**src/rtl/axis_len_to_keep.sv**
```systemverilog
// Frame command (length, start lane) to per-beat keep/last descriptors; first beat 1 cycle after accept.
// Outputs are registered and held while beat_ready is low; the next command is taken on the final-beat handshake.
module axis_len_to_keep #(
  parameter int C_DATA_BYTES = 8,
  parameter int C_LEN_WIDTH  = 16,
  parameter int C_OFS_WIDTH  = 3
) (
  input  logic                    clk,
  input  logic                    rst_n,
  input  logic                    cmd_valid,
  output logic                    cmd_ready,
  input  logic [C_LEN_WIDTH-1:0]  cmd_len,
  input  logic [C_OFS_WIDTH-1:0]  cmd_ofs,
  output logic                    beat_valid,
  input  logic                    beat_ready,
  output logic [C_DATA_BYTES-1:0] beat_keep,
  output logic                    beat_last,
  output logic [C_LEN_WIDTH-1:0]  beat_cnt,
  output logic                    zero_len
);

  typedef enum logic {S_IDLE, S_RUN} state_t;

  localparam logic [C_LEN_WIDTH-1:0] LP_BEAT_BYTES = C_LEN_WIDTH'(C_DATA_BYTES);

  state_t                  r_state;
  state_t                  w_state_nxt;
  logic [C_DATA_BYTES-1:0] r_keep;
  logic                    r_last;
  logic [C_LEN_WIDTH-1:0]  r_cnt;
  logic [C_LEN_WIDTH-1:0]  r_rem;
  logic                    r_zero_len;

  logic                    w_cmd_acc;
  logic                    w_beat_hs;
  logic                    w_len_zero;
  logic                    w_load_first;
  logic [C_LEN_WIDTH-1:0]  w_ofs_ext;
  logic [C_LEN_WIDTH-1:0]  w_avail;
  logic [C_LEN_WIDTH-1:0]  w_n_first;
  logic [C_LEN_WIDTH-1:0]  w_n_next;
  logic [C_DATA_BYTES-1:0] w_keep_first;
  logic [C_DATA_BYTES-1:0] w_keep_next;

  assign w_cmd_acc    = cmd_valid && cmd_ready;
  assign w_beat_hs    = beat_valid && beat_ready;
  assign w_len_zero   = (cmd_len == '0);
  assign w_load_first = w_cmd_acc && !w_len_zero;

  // n never exceeds the bytes still owed, so remaining cannot underflow.
  assign w_ofs_ext = C_LEN_WIDTH'(cmd_ofs);
  assign w_avail   = LP_BEAT_BYTES - w_ofs_ext;
  assign w_n_first = (cmd_len < w_avail) ? cmd_len : w_avail;
  assign w_n_next  = (r_rem < LP_BEAT_BYTES) ? r_rem : LP_BEAT_BYTES;

  always_comb begin
    w_keep_first = '0;
    w_keep_next  = '0;
    for (int i = 0; i < C_DATA_BYTES; i++) begin
      w_keep_first[i] = (C_LEN_WIDTH'(i) >= w_ofs_ext) &&
                        (C_LEN_WIDTH'(i) < (w_ofs_ext + w_n_first));
      w_keep_next[i]  = (C_LEN_WIDTH'(i) < w_n_next);
    end
  end

  always_ff @(posedge clk) begin
    if (!rst_n) begin
      r_state <= S_IDLE;
    end else begin
      r_state <= w_state_nxt;
    end
  end

  always_comb begin
    w_state_nxt = r_state;
    case (r_state)
      S_IDLE:  if (w_load_first) w_state_nxt = S_RUN;
      S_RUN:   if (w_beat_hs && r_last) w_state_nxt = w_load_first ? S_RUN : S_IDLE;
      default: w_state_nxt = S_IDLE;
    endcase
  end

  always_comb begin
    beat_valid = (r_state == S_RUN);
    cmd_ready  = (r_state == S_IDLE) || ((r_state == S_RUN) && beat_ready && r_last);
  end

  always_ff @(posedge clk) begin
    if (!rst_n) begin
      r_keep     <= '0;
      r_last     <= 1'b0;
      r_cnt      <= '0;
      r_rem      <= '0;
      r_zero_len <= 1'b0;
    end else begin
      r_zero_len <= w_cmd_acc && w_len_zero;
      if (w_load_first) begin
        r_keep <= w_keep_first;
        r_last <= (cmd_len == w_n_first);
        r_rem  <= cmd_len - w_n_first;
        r_cnt  <= '0;
      end else if (w_beat_hs && !r_last) begin
        r_keep <= w_keep_next;
        r_last <= (r_rem == w_n_next);
        r_rem  <= r_rem - w_n_next;
        r_cnt  <= r_cnt + 1'b1;
      end else if (w_beat_hs) begin
        // Frame finished with no follow-on command: park the descriptor at zero.
        r_keep <= '0;
        r_last <= 1'b0;
        r_cnt  <= '0;
        r_rem  <= '0;
      end
    end
  end

  assign beat_keep = r_keep;
  assign beat_last = r_last;
  assign beat_cnt  = r_cnt;
  assign zero_len  = r_zero_len;

endmodule

```
**config.mk**
```make
export PLATFORM = sky130hd
export DESIGN_NAME = axis_len_to_keep
export DESIGN_NICKNAME = d
export VERILOG_FILES = /design/src/rtl/axis_len_to_keep.sv
export SDC_FILE = /design/constraint.sdc
export NUM_CORES = 1
export LEC_CHECK = 0
export ABC_CLOCK_PERIOD_IN_PS = 6290
export CAP_MARGIN = 10
export CORE_MARGIN = 4
export CORE_UTILIZATION = 35
export DETAILED_ROUTE_END_ITERATION = 12
export PLACE_DENSITY = 0.57
export SKIP_CTS_REPAIR_TIMING = 1
export SLEW_MARGIN = 20
export SYNTH_ARGS = -nofsm -noshare
export SYNTH_HDL_FRONTEND = slang
export SYNTH_SLANG_ARGS = --single-unit
```
**constraint.sdc**
```tcl
create_clock -name clk -period 6.29 [get_ports clk]
set_input_delay 1.258 -clock clk [delete_from_list [all_inputs] [get_ports clk]]
set_output_delay 1.258 -clock clk [all_outputs]
set_load 0.01 [all_outputs]
```
; Yosys cells after proc, flatten, opt, wreduce, memory -nomap -nowiden
; Index checks and enable logic that the tools add are counted.
[op_classes]
addsub = 5
order_cmp = 26
n_eq_ne = 2
muxes = 15
n_bitwise = 2
n_reduce_logical = 21
[ops]
columns = cell, n
row1 = less-than comparator 3 x 16 -> 1 bit (first input constant), 8
row2 = two-way mux 16 bit, 6
row3 = less-than comparator 1 x 16 -> 1 bit (first input constant), 4
row4 = less-than comparator 2 x 16 -> 1 bit (first input constant), 4
row5 = == test 16 bit, 2
row6 = subtractor 16 bit, 2
row7 = two-way mux 8 bit, 3
row8 = adder 16 x 1 -> 16 bit (second input constant), 1
row9 = adder 3 x 16 -> 16 bit, 1
row10 = zero test 16 bit, 1
row11 = less-than comparator 16 bit, 1
row12 = less-than comparator 16 x 4 -> 1 bit (second input constant), 1
row13 = logical AND 1 bit, 14
row14 = >= comparator 3 bit (first input constant), 4
row15 = >= comparator 1 x 3 -> 1 bit (first input constant), 2
row16 = >= comparator 2 x 3 -> 1 bit (first input constant), 2
row17 = two-way mux 1 bit, 5
row18 = subtractor 4 x 3 -> 5 bit (first input constant), 1
row19 = nonzero test 3 bit, 1
row20 = zero test 1 bit, 2
row21 = NOT 1 bit, 2
row22 = one-hot mux 1 bit (2 select lines), 1
row23 = nonzero test 2 bit, 1
row24 = OR reduction 2 bit, 1
row25 = logical OR 1 bit, 1
[totals]
regBits = 43
in_bits = 23
out_inout_bits = 28
wordCells = 77

; Longest topological paths before layout
; Gate-level depths: netlist of run 1.
[logic_depth]
depth_word = 8
ltp_mapped = 18
depth_no_buf = 18

; Worst setup path before layout of run 1
; No wires, ideal clock.
[synth_path]
kind = in2reg
startpoint = input cmd_ofs[1]
endpoint = register r_rem[7]
setup_ns = 0.120
arrival_time_ns = 4.447
required_ns = 6.170
slack_ns = 1.724
cell_stages = 17
n_path_buf = 0
cell_sequence = inv_1 > ha_1 > ha_1 > inv_1 > ha_1 > o21a_1 > nor2_1 > o21ai_4 > o21ai_0 > inv_1 > ha_1 > nor2b_1 > o31a_1 > nor3_1 > xnor2_1 > nor2_1 > o31a_1
[synth_via]
elab_chain_cells = 5
[synth_lines]
columns = item, line
row1 = from (decl), 13  ; input logic [C_OFS_WIDTH-1:0] cmd_ofs,
row2 = subtractor 4 x 3 -> 5 bit *, 52  ; assign w_avail = LP_BEAT_BYTES - w_ofs_ext;
row3 = less-than comparator 16 bit, 53  ; assign w_n_first = (cmd_len < w_avail) ? cmd_len : w_avail;
row4 = two-way mux 16 bit *, 53
row5 = subtractor 16 bit *, 100  ; r_rem <= cmd_len - w_n_first;
row6 = two-way mux 16 bit *, 97  ; if (w_load_first) begin
row7 = to (signal assigned), 100
row8 = to (signal assigned), 105  ; r_rem <= r_rem - w_n_next;
row9 = to (decl), 31  ; logic [C_LEN_WIDTH-1:0] r_rem;
; Mark *: on every way between the ends. The rest lies on a longest branch, timed or not.
; A chain may end at the register's enable or synchronous reset.

; Final worst setup path of run 1
[layout_path]
startpoint = input cmd_ofs[1]
endpoint = register r_rem[9]
; The elaborated chain is that of the path after synthesis.

==> metrics, run 1 <==
Rows 33; highest metal used met4; Yosys top cell area share 28.4%; CTS tree built; R2R Setup Slk 3.32 ns; Yosys top cell by area dfxtp_1; Place WS 0.560 ns; max-capacitance violation count 0; Starting DRT DRC Count 144; Avg Synthesized Cell Area 7.99 sq um; WL met1 3.95 mm; Hold Path Cell Cnt 2; hold path endpoint beat_cnt[15]$_SDFFE_PP0P_; Top FF cell, synth dfxtp_1; initial antenna violation count 0; Final ANT Viol Nets 0; clock skew 0.00557 ns; htree depth 2; Clock Root Buffer clkbuf_8; dpl cells 524; Multi-input gate area 2070 sq um; synthesized net count 420; critical path launch point type primary input; Clock Latency Late Sink 0.29 ns; final hold slack 0.526 ns; grt total ovfl 0; Sink Count 43; Worst Path Max Fanout 7; FF/Latch Area 861 sq um; largest net degree at the start of global routing 20; 1st-pass router iterations 4; synth top area cells dfxtp_1, ha_1, nor2_1; status completed; Net count, final 467; Clock Pin Slew Worst Setup and Hold Paths 0.08 ns; Via Count 2956; count of final hold-check violations 0; Cells after Synth 379; PD cells 193 nW/um^2; Tcrit/Tclk final 85.8%; total track usage 17.2%; CP Capture Type flip-flop; PortBufs 50; CP required 6.50 ns; TritonCTS Buffers 5; first-pass GRT wire length 14.2 mm; post-route minimum period 5.40 ns; Leak 1.34 nW; die area 10200 sq um; total chip power 0.714 mW; Reg2Reg Depth 10; GPL Wtd Cong 0.806; Boundary Pins 51; maximum vdd ir drop 0.118 mV; # DRC 0; WS Path Type in -> reg; Worst Tran Pin Value 0.837 ns; Core Region 8300 sq um; crit path DAT 5.60 ns; Die W 101 microns; RR Endpoint r_rem[12]$_SDFFE_PN0P_; Seq/Total Area, Yosys 28.4%; met2 WL post-DR 3.85 mm; Synth cell types 67; Post-Route WL 8.32 mm; Finished Layout Cells 530; Async SR Flop Fraction 0%; setup TNS 0 ns; area grow syn2layout 21.9%; Yosys warning count 0; Starting Density 36.5%; HPWL Detailed 6.33 mm; final setup violation count 0; Max Fclk 185 MHz; Slew HR 44.0%; final-report max-slew violation count 0; Routed met3 length 391 microns; EDFF count, synth 0; worst reg2reg startpoint r_rem[12]$_SDFFE_PN0P_; Worst Hold Class reg -> reg; Synth Cell Area 3030 sq um; Synth Register Bits 43; vias in the first global route 2911; setup ws final 0.895 ns; Longest Clk Path Bufs 2; share of cells above drive strength 1 5.65%; DIE HEIGHT 101 microns; RSZ-0062 raised after global routing false; # diodes 0; Layout fillers 847; hold path startpoint beat_cnt[15]$_SDFFE_PP0P_; Via density 5.58; WL per Instance 15.7 microns
routing by layer:
metal	up-vias	GRT usage [%]
met5	-	0
met4	0	4.19
met3	10	3.18
met2	58	27.6
met1	1395	23.7
li1	1493	-
per-stage QoR:
step                      utilization, %  instance area (sq um)
final                               44.5                   3690
after floorplan                        -                   3030
after global placement              43.6                   3620
after detailed placement            43.6                   3620
after global routing                44.5                   3690
after CTS                           44.5                   3690
how the worst max path moves through the flow:
stage	startpoint	endpoint	slack, ns
CTS	cmd_ofs[1]	r_rem[9]$_SDFFE_PN0P_	0.86
global placement	cmd_ofs[1]	r_rem[9]$_SDFFE_PN0P_	0.65
detailed placement	cmd_ofs[1]	r_rem[9]$_SDFFE_PN0P_	0.56
global route	cmd_ofs[1]	r_rem[9]$_SDFFE_PN0P_	0.42
floorplan	cmd_ofs[1]	r_rem[7]$_SDFFE_PN0P_	1.72
finish	cmd_ofs[1]	r_rem[9]$_SDFFE_PN0P_	0.89
flip-flops by register name (all words and copies together), names as in the netlist:
register	cells
beat_keep	8
r_rem	16
beat_valid	1
beat_cnt	16
beat_last	1
zero_len	1
cells by family after synthesis:
group	Yosys count	synth area share [%]
muxes	4	1.82
other	1	0.124
AOI/OAI and AO/OA	112	24.9
adders and majority gates	18	7.93
xor gates and xnor gates	27	7.81
and+or+nand+nor	151	25.8
buffers and inverters	23	3.22
DFF	43	28.4
cell usage in the layout (no fill, tap or decap), types with 5 or more instances in the layout:
cell type	n
nor4_1	6
xor2_1	20
nand3_1	6
dfxtp_1	43
o21ai_0	26
clkbuf_8	5
nand4_1	6
a31oi_1	5
xnor2_1	7
inv_1	10
a21oi_1	33
ha_1	16
nor3_1	11
clkdlybuf4s50_1	50
nor2_1	51
nand2_1	36
synthesized netlist by cell type, types with 5 or more instances:
library cell,instances
nor4_1,6
a31oi_1,5
nor3_1,11
a21oi_1,33
dfxtp_1,43
nand2_1,36
inv_1,10
xor2_1,20
nor2_1,51
nand4_1,6
xnor2_1,7
o21ai_0,26
clkbuf_1,8
nand3_1,6
ha_1,16
cell type report:
type                    count  share of cell area (%)
repair buffers             52                    14.0
well taps                 105                    3.56
flip-flops and latches     43                    23.3
multi-input cells         313                    56.1
clock buffers               6                    1.97
inverters                  11                    1.12
report_power, final:
group	leakage, nW	internal (mW)	switching, mW
Combinational	0.951	0.102	0.138
Clock	0.0371	0.0742	0.0879
Sequential	0.351	0.290	0.0214
Total	1.34	0.466	0.248
critical path, cell delays in order:
cell             delay (ns)
clkdlybuf4s50_1        0.61
inv_1                  0.14
ha_1                   0.23
ha_1                   0.30
inv_1                  0.05
ha_1                   0.26
o21a_1                 0.16
nor2_1                 0.20
o21ai_4                0.13
o21ai_0                0.56
inv_1                  0.11
ha_1                   0.30
nor2b_1                0.14
o31a_1                 0.33
nor4_1                 0.36
xor2_1                 0.23
a21oi_1                0.09
a21oi_1                0.14
Note: power is estimated with default switching activity, not from simulation.
==> run 2: changes to the inputs <==
Settings changed: ABC_AREA set to 1, HOLD_SLACK_MARGIN set to 0.06, MAX_ROUTING_LAYER set to met4, PLACE_DENSITY 0.57 to 0.56.
==> metrics, run 2 <==
most frequent cell after synthesis nand2_1 (was nor2_1); Seq pwr share 37.4% (was 43.7%); 1st-pass router iterations 4 (unchanged); TritonCTS Buffers 5 (unchanged); HPWL Detailed 6.73 mm (was 6.33 mm); final setup violation count 0 (unchanged); Via density 4.84 (was 5.58); Top FF cell, synth dfxtp_1 (unchanged); Core Region 9240 sq um (was 8300 sq um); Clock Latency Late Sink 0.30 ns (was 0.29 ns); Psw 0.275 mW (was 0.248 mW); Clock Pin Slew Worst Setup and Hold Paths 0.08 ns (about the same); share of cells above drive strength 1 8.15% (was 5.65%); Max Fclk 195 MHz (was 185 MHz); Yosys warning count 0 (unchanged); commonest cells in the synthesized netlist nand2_1, inv_1, nor2_1, dfxtp_1, nand3_1 (was nor2_1, dfxtp_1, nand2_1, a21oi_1, o21ai_0); Worst Tran Pin Value 0.912 ns (was 0.837 ns); CP required 6.48 ns (was 6.50 ns); Die W 105 microns (was 101 microns); crit-path cells clkdlybuf4s50_1 -> inv_1 -> ha_1 -> ha_1 -> inv_1 -> ha_1 -> nand2_1 -> inv_1 -> nand2_1 -> nand3_2 -> o21ai_0 -> inv_1 -> ha_1 -> nand2_1 -> o21ai_0 -> nand2_1 -> nand2_1 -> nor2_1 -> nor2_1 -> o21ai_0 -> o211ai_1 -> nand2_1 -> inv_1 (was clkdlybuf4s50_1 -> inv_1 -> ha_1 -> ha_1 -> inv_1 -> ha_1 -> o21a_1 -> nor2_1 -> o21ai_4 -> o21ai_0 -> inv_1 -> ha_1 -> nor2b_1 -> o31a_1 -> nor4_1 -> xor2_1 -> a21oi_1 -> a21oi_1); Yosys top cell area share 25.9% (was 28.4%); htree depth 2 (unchanged); Rows 35 (was 33); Seq/Total Area, Yosys 25.9% (was 28.4%); GPL Wtd Cong 0.896 (was 0.806); die area 11100 sq um (was 10200 sq um); clock skew 0.00898 ns (was 0.00557 ns); maximum vdd ir drop 0.104 mV (was 0.118 mV); Starting DRT DRC Count 248 (was 144); most frequent cells in the layout nand2_1, inv_1, nor2_1 (was nor2_1, clkdlybuf4s50_1, dfxtp_1); slowest stage cell on the critical path clkdlybuf4s50_1 (unchanged); CTS tree built (unchanged); final hold slack 0.482 ns (was 0.526 ns); PD cells 200 nW/um^2 (was 193 nW/um^2); cell mode on critical path nand2_1 (was ha_1); total chip power 0.818 mW (was 0.714 mW); total track usage 15.9% (was 17.2%); Net Sw Frac 33.7% (was 34.7%); crit path DAT 5.32 ns (was 5.60 ns); internal power 0.543 mW (was 0.466 mW); # DRC 0 (unchanged); CP Capture Type flip-flop (unchanged); synthesized net count 567 (was 420); Place WS 0.851 ns (was 0.560 ns); Synth Cell Area 3330 sq um (was 3030 sq um); Post-Route WL 8.51 mm (was 8.32 mm); most common cell after layout, fill and taps aside nand2_1 (was nor2_1); RSZ-0062 raised after global routing false (unchanged); Synth cell types 44 (was 67); setup TNS 0 ns (unchanged); EDFF count, synth 0 (unchanged); Async SR Flop Fraction 0% (unchanged); first-pass GRT wire length 14.5 mm (was 14.2 mm); Layout Utilization 44.2% (was 44.5%); Sink Count 43 (unchanged); vias in the first global route 3187 (was 2911); Slew HR 39.0% (was 44.0%); setup ws final 1.17 ns (was 0.895 ns); Cells after Synth 526 (was 379); PortBufs 50 (unchanged); area grow syn2layout 22.7% (was 21.9%); Crit path buffers/inverters 6 (was 4); WL per Instance 12.1 microns (was 15.7 microns); Leak 1.82 nW (was 1.34 nW); Layout fillers 974 (was 847); grt total ovfl 0 (unchanged); post-route minimum period 5.12 ns (was 5.40 ns); status completed (unchanged); Net count, final 617 (was 467); Via Count 3416 (was 2956); final-report max-slew violation count 0 (unchanged); synth top area cells dfxtp_1, nand2_1, inv_1 (was dfxtp_1, ha_1, nor2_1); Largest delay share family, worst path adder cells (was compound AO/OA/AOI/OAI gates); Clock Power Share 31.8% (was 22.7%); Worst Path Max Fanout 9 (was 7); Worst Hold Class reg -> reg (unchanged); # diodes 0 (unchanged); Critical Path Max Stage Delay 0.67 ns (was 0.61 ns); Longest Clk Path Bufs 2 (unchanged); Clock Root Buffer clkbuf_8 (unchanged); count of final hold-check violations 0 (unchanged); largest net degree at the start of global routing 27 (was 20); Starting Density 36.0% (was 36.5%); Final ANT Viol Nets 0 (unchanged); Comb pwr share 30.8% (was 33.6%); Avg Synthesized Cell Area 6.32 sq um (was 7.99 sq um); Synth Register Bits 43 (unchanged); WS Path Type in -> reg (unchanged); initial antenna violation count 0 (unchanged); Boundary Pins 51 (unchanged); DIE HEIGHT 105 microns (was 101 microns); critical path launch point type primary input (unchanged); max-capacitance violation count 0 (unchanged); Yosys top cell by area dfxtp_1 (unchanged); Tcrit/Tclk final 81.4% (was 85.8%)
[run 2: changes by cell type in the layout (fill, tap and decap cells not counted), sizes merged, moves of 5 or more]
cell,before,now
nand4,6,11
nand2,36,116
inv,10,86
nand3,6,45
xor2,20,5
nor4,9,3
xnor2,7,2
a21oi,33,44
nor2,52,69
o21ai,29,45
[run 2: tightest hold or removal path: stages, from the launching register on]
cell     delay (ns)
dfxtp_1        0.34
inv_1          0.06
a21oi_1        0.05
[run 2: metrics by stage]
step           cell area (sq um)  std cells
6_report                    4080        706
4_1_cts                     4080        706
3_5_place_dp                3950        698
3_3_place_gp                3950        698
2_1_floorplan               3330        526
5_1_grt                     4080        706
[run 2: layout make-up]
cell class	instances	area [sq um]	share of cell area, %
multi-input cells	389	2100	51.4
well taps	129	161	3.95
inverters	87	328	8.03
repair buffers	50	500	12.3
clock inverters	2	60.1	1.47
flip-flops and latches	43	861	21.1
clock buffers	6	72.6	1.78
[run 2: power groups by stage]
stage          combinational, mW  clock (mW)  sequential [mW]
5_1_grt                    0.292       0.279            0.309
4_1_cts                    0.254       0.267            0.306
2_1_floorplan              0.178           0            0.310
6_report                   0.252       0.260            0.306
3_3_place_gp               0.250           0            0.312
3_5_place_dp               0.252           0            0.312
[run 2: path summary, 6_finish.rpt]
path / cells after the start / start / to / slack [ns]
setup / recovery: 23 / cmd_ofs[1] / r_rem[5]$_SDFFE_PN0P_ / 1.17
hold / removal: 2 / beat_cnt[14]$_SDFFE_PP0P_ / beat_cnt[14]$_SDFFE_PP0P_ / 0.48
setup reg to reg: 7 / beat_valid$_SDFF_PN0_ / r_rem[14]$_SDFFE_PN0P_ / 4.16
hold reg to reg: 2 / beat_cnt[14]$_SDFFE_PP0P_ / beat_cnt[14]$_SDFFE_PP0P_ / 0.48
[run 2: cells by family (layout without fill, tap and decap cells)]
family | count (synthesis) | after routing | synth area share, %
AO/OA/AOI/OAI | 101 | 101 | 16.5
XOR/XNOR | 7 | 7 | 1.84
adder cells (fa/ha/maj) | 18 | 18 | 7.22
buffers and inverters | 94 | 145 | 11.0
flip-flops | 43 | 43 | 25.9
other | 1 | 1 | 0.113
AND/OR/NAND/NOR | 262 | 262 | 37.4
[run 2: metal layers]
metal | track usage (%) | routed length (microns) | up-vias | part of all wire [%]
li1 | - | - | 1818 | -
met1 | 20.4 | 4140 | 1521 | 49
met2 | 26.5 | 3930 | 68 | 46
met3 | 2.14 | 327 | 9 | 3.8
met4 | 4.16 | 113 | 0 | 1.3
met5 | - | 0 | - | 0
